## src/rtl/pc_sequencer.sv

```systemverilog
`default_nettype none
// +------------------------------------------------------------------------+
// | pc_sequencer : 2-bit program counter sequencer (IDLE/FETCH/EXEC/HALT)  |
// | with a 4-entry instruction set (HLT, INC, JNO, CLO) and overflow flag. |
// | Revision: 1.0                                                          |
// +------------------------------------------------------------------------+
module pc_sequencer (
  input  logic       clk,
  input  logic       reset,
  input  logic       start,
  input  logic [1:0] instr,
  input  logic       instr_valid,
  input  logic [1:0] jump_target,
  output logic       fetch_req,
  output logic [1:0] pc,
  output logic       ov,
  output logic       retire,
  output logic       halted,
  output logic       busy
);

  typedef enum logic [1:0] {
    ST_IDLE  = 2'd0,
    ST_FETCH = 2'd1,
    ST_EXEC  = 2'd2,
    ST_HALT  = 2'd3
  } state_t;

  localparam logic [1:0] C_OP_HLT = 2'b00;
  localparam logic [1:0] C_OP_INC = 2'b01;
  localparam logic [1:0] C_OP_JNO = 2'b10;
  localparam logic [1:0] C_OP_CLO = 2'b11;

  state_t     r_state;
  state_t     w_state_nxt;
  logic [1:0] r_pc;
  logic [1:0] w_pc_nxt;
  logic       r_ov;
  logic       w_ov_nxt;
  logic [1:0] r_instr;
  logic [1:0] w_instr_nxt;
  logic [2:0] w_pc_inc;

  // Bit 2 is the carry out of the 2-bit increment, i.e. the 3 -> 0 wrap.
  assign w_pc_inc = {1'b0, r_pc} + 3'd1;

  always_ff @(posedge clk or posedge reset) begin
    if (reset) begin
      r_state <= ST_IDLE;
      r_pc    <= 2'b00;
      r_ov    <= 1'b0;
      r_instr <= 2'b00;
    end else begin
      r_state <= w_state_nxt;
      r_pc    <= w_pc_nxt;
      r_ov    <= w_ov_nxt;
      r_instr <= w_instr_nxt;
    end
  end

  always_comb begin
    w_state_nxt = r_state;
    w_pc_nxt    = r_pc;
    w_ov_nxt    = r_ov;
    w_instr_nxt = r_instr;
    case (r_state)
      ST_IDLE, ST_HALT: begin
        if (start) begin
          w_pc_nxt    = 2'b00;
          w_ov_nxt    = 1'b0;
          w_state_nxt = ST_FETCH;
        end
      end
      ST_FETCH: begin
        if (instr_valid) begin
          w_instr_nxt = instr;
          w_state_nxt = ST_EXEC;
        end
      end
      ST_EXEC: begin
        w_state_nxt = ST_FETCH;
        case (r_instr)
          C_OP_HLT: w_state_nxt = ST_HALT;
          C_OP_INC: begin
            w_pc_nxt = w_pc_inc[1:0];
            if (w_pc_inc[2]) w_ov_nxt = 1'b1;
          end
          C_OP_JNO: begin
            if (r_ov) begin
              w_pc_nxt = w_pc_inc[1:0];
              w_ov_nxt = 1'b0;
            end else begin
              w_pc_nxt = jump_target;
            end
          end
          C_OP_CLO: begin
            w_pc_nxt = w_pc_inc[1:0];
            w_ov_nxt = 1'b0;
          end
          default: w_state_nxt = ST_IDLE;
        endcase
      end
      default: w_state_nxt = ST_IDLE;
    endcase
  end

  assign fetch_req = (r_state == ST_FETCH);
  assign retire    = (r_state == ST_EXEC);
  assign halted    = (r_state == ST_HALT);
  assign busy      = (r_state == ST_FETCH) || (r_state == ST_EXEC);
  assign pc        = r_pc;
  assign ov        = r_ov;

endmodule
`default_nettype wire
```

## config.mk

```make
export PLATFORM = sky130hd
export DESIGN_NAME = pc_sequencer
export DESIGN_NICKNAME = d
export VERILOG_FILES = /design/src/rtl/pc_sequencer.sv
export SDC_FILE = /design/constraint.sdc
export NUM_CORES = 1
export LEC_CHECK = 0
export ABC_AREA = 1
export CAP_MARGIN = 20
export CORE_MARGIN = 3
export CORE_UTILIZATION = 25
export CTS_CLUSTER_DIAMETER = 100
export DETAILED_ROUTE_END_ITERATION = 8
export GPL_TIMING_DRIVEN = 0
export PLACE_DENSITY = 0.6
export SLEW_MARGIN = 40
export SYNTH_ARGS = -nofsm -noshare
export SYNTH_HDL_FRONTEND = slang
export SYNTH_SLANG_ARGS = --single-unit
```

## constraint.sdc

```tcl
create_clock -name clk -period 3.5 [get_ports clk]
set_input_delay 0.525 -clock clk [delete_from_list [all_inputs] [get_ports clk]]
set_output_delay 0.525 -clock clk [all_outputs]
set_load 0.02 [all_outputs]
```

# ---- Word-level counts from Yosys, hierarchy flattened
# Index checks and enable logic that the tools add are counted.
dict set report word_totals {
  out_inout_bits 7
  ff_bits 7
  input_bits 8
  wordCells 39
}
dict set report classes {
  n_eq_ne 11
  n_addsub 1
  n_reduce_logical 11
  muxes 12
}
# operator count
set ops {}
lappend ops {{$mux 2} 5}
lappend ops {{$eq 2x2->1 const B} 4}
lappend ops {{$pmux 2 s2} 2}
lappend ops {{$ne 3x2->1 const B} 2}
lappend ops {{$pmux 2 s3} 1}
lappend ops {{$reduce_or 2->1} 3}
lappend ops {{$eq 2x1->1 const B} 2}
lappend ops {{$logic_not 2->1} 2}
lappend ops {{$ne 2x2->1 const B} 2}
lappend ops {{$pmux 1 s2} 2}
lappend ops {{$reduce_and 2->1} 2}
lappend ops {{$reduce_and 4->1} 1}
lappend ops {{$add 2x1->3 const B} 1}
lappend ops {{$ne 3x3->1 const B} 1}
lappend ops {{$reduce_and 3->1} 1}
lappend ops {{$mux 1} 2}
lappend ops {{$reduce_bool 2->1} 1}
lappend ops {{$logic_or 1x1->1} 1}

# ---- Depth between registers and ports, before layout
# Gate-level depths: netlist of the first run.
dict set report depth {
  word_depth 4
  ltp_mapped 8
}

# ---- Worst setup path before layout of the first run
# OpenSTA, ideal clock, no wires.
dict set report synth_path {
  path_type {reg2out}
  startpoint {register r_state[0]}
  endpoint {output busy}
  arrival_ps 936
  stages_incl_launch_ff 4
  n_path_buf 0
  path_slack_ps 2039
  path_cell_list {dfrtp_1 inv_1 ha_1 inv_1}
}
dict set report synth_via {
  elab_chain_cells 2
}
# element line_no
set synth_rtl {}
lappend synth_rtl {{from (decl)} 34} ;# state_t r_state;
lappend synth_rtl {{from (signal assigned)} 54} ;# r_state <= w_state_nxt;
lappend synth_rtl {{$eq 2x1->1 or $eq 2x2->1 (tied branches)} 110} ;# assign busy = (r_state == ST_FETCH) || (r_state == ST_EXEC);
lappend synth_rtl {{$logic_or 1x1->1 *} 110}
lappend synth_rtl {{to (decl)} 19} ;# output logic busy
# Mark *: on every way between the ends. The rest lies on a longest branch, timed or not.

# ---- Worst setup path after layout of the first run
# Ends and elaborated chain as after synthesis.

==> results_dict.tcl, run 1 <==
set metrics [dict create \
    fin_util_pct 40.6 \
    synth_cell_type_count 13 \
    arrival_ps 1770 \
    row_count 14 \
    final_cell_mix "21 x nand2_1, 14 x clkdlybuf4s50_1, 11 x inv_1" \
    fin_area_um2 662 \
    core-area_mm2 0.00163 \
    period_share_pct 65.5 \
    max_freq_mhz 436 \
    drive_above_1_share_pct 8.43 \
    drt_wl_total_um 964 \
    final_common_cell "nand2_1" \
    ys_seq_elements 7 \
    critPathMaxFanout 5 \
    outcome "complete, no violations" \
    cts.clk_slew.worst_paths_ps 50 \
    place.port_buffers 14 \
    syn_inst 65 \
    cts_post_setup_buffers_inserted 0 \
    cts_tree "done" \
    first_global_vias 388 \
    ys_warn_count 0 \
    start_kind "flop" \
    fill_cells 172 \
    max_stage_delay_ps 600 \
    grt_pass1_wl_um 1700 \
    cts.sinks 7 \
    period_needed_ps 2290 \
    ys_seq_area_share_pct 37.6 \
    power_density_mw_per_mm2 796 \
    routedWlPerCell_um 9.01 \
    drc_errors 0 \
    die_w_um 49.2 \
    rsz0062_at_grt "no" \
    criticalPathCategory "reg -> out" \
    io_pins 15 \
    nets 97 \
    grt_max_degree 8 \
    hp-class "in -> async" \
    place_area_um2 636 \
    vias_per_cell 3.93 \
    cp_slowest_cell "clkdlybuf4s50_1" \
    skew_ps 2.57 \
    leakage_nw 0.323 \
    finalSetupTns_ps 0 \
    grt_overflow 0 \
    syn-num-nets 78 \
    clk_latency_ps 250 \
    cp_cell_sequence "inv_1 > ha_1 > inv_1 > clkdlybuf4s50_1" \
    vias 421 \
    cts_resized 0 \
    gp_congestion 0.690 \
    path_buf_inv 3 \
    grt_usage_pct 8.95 \
    first_iter_violations 9 \
    cts_inserted_buffers 3 \
    worstMarginPinSlew_ps 247 \
    critPathRequiredTime_ps 2970 \
    cts.htree.levels 1 \
    die_area_mm2 0.00242 \
    path_common_cell "inv_1" \
    first_pass_iters 2 \
    antenna_left 0 \
    syn_area_um2 465 \
    maxCapViolCount 0 \
    start_util_pct 28.6 \
    finalHoldViolCount 0 \
    num_antenna_cells 0 \
    root_buffer "clkbuf_4" \
    setup_violations 0 \
    die_y_um 49.2 \
    power_mw 0.527 \
    critPathCaptureType "output port" \
    slew_headroom_pct 83.5 \
    syn_area_per_cell_um2 7.16 \
    cts_hold_buf 0 \
    clockBufferDepth 2 \
    crit_family "buffers and inverters" \
    antenna_found_initial 0 \
    vdd_drop_max_mv 0.336 \
    hold_slack_ps 497 \
    dpl.hpwl_um 812 \
    slew_viol_final 0 \
    area_growth_pct 42.2 \
]
## Yosys cell counts
cell type | instances | area share (%)
nand3_1 | 2 | 2.2
o21ai_2 | 1 | 1.9
nor2_4 | 1 | 2.4
ha_1 | 5 | 13
a21oi_1 | 3 | 3.2
nor2_1 | 6 | 4.8
inv_2 | 1 | 0.81
nand2_1 | 21 | 17
dfrtp_1 | 7 | 38
inv_1 | 11 | 8.9
o21ai_0 | 2 | 2.2
nand2_2 | 1 | 1.3
o21ai_1 | 4 | 4.3
## metal layers
metal | up-vias | GRT usage, % | part of all wire, %
met5 | - | 0 | 0
met4 | 0 | 5.69 | 1.7
met3 | 2 | 1.22 | 3.0
met2 | 6 | 12.1 | 47
met1 | 181 | 13.0 | 48
li1 | 232 | - | -
## sequential cells by signal, summed over array words and instances (netlist names)
| register | cells |
|---|---|
| r_instr | 2 |
| r_state | 2 |
| ov | 1 |
| pc | 2 |
## where the power goes
group          total, mW  internal (mW)  switching [mW]
Clock             0.0715         0.0434          0.0281
Combinational      0.310          0.130           0.180
Sequential         0.145          0.111          0.0334
## stage by stage
step | setup slack [ps] | instances
finish | 1210 | 107
floorplan | 2040 | 65
CTS | 1190 | 107
detailed placement | 1460 | 103
global route | 1090 | 107
global placement | 1470 | 103
## kinds of logic (layout without fill, tap and decap cells)
family	Yosys count	count (layout)	synth area share [%]
AND/OR/NAND/NOR	31	31	27.7
adder cells (fa/ha/maj)	5	5	13.4
AO/OA/AOI/OAI	10	10	11.6
buffers and inverters	12	30	9.68
flip-flops	7	7	37.6
## final timing paths
check / start / to / slack (ps) / depth (start not counted)
max: r_state[0] / busy / 1210 / 4
min: reset / r_state[1] / 500 / 2
max reg2reg: r_state[0] / pc[0] / 2100 / 6
min reg2reg: pc[1] / pc[1] / 530 / 2
max in group asynchronous: reset / r_instr[0] / 2800 / 2
min in group clk: pc[1] / pc[1] / 530 / 2
## area by class of cell
type | instances | area, um^2 | area share, %
repair buffers | 14 | 140 | 21.2
inverters | 12 | 45.0 | 6.81
flip-flops and latches | 7 | 175 | 26.5
clock buffers | 4 | 26.3 | 3.97
multi-input cells | 46 | 245 | 37.1
well taps | 24 | 30.0 | 4.54
(Power assumes the default switching activity.)
==> run 2: changes to the inputs <==
clock period = 2.3 ns   (was 3.5 ns; I/O delays follow)
==> results of run 2 <==
Same layout as run 1 (identical final DEF). Status: complete, no violations.
Among the figures that moved: setup slack after placement 1460 ps -> 439 ps; setup slack after layout 1210 ps -> 189 ps; hold slack 497 ps -> 317 ps; register-to-register setup slack 2100 ps -> 900 ps; total power 0.527 mW -> 0.802 mW; worst IR drop on VDD 0.336 mV -> 0.511 mV
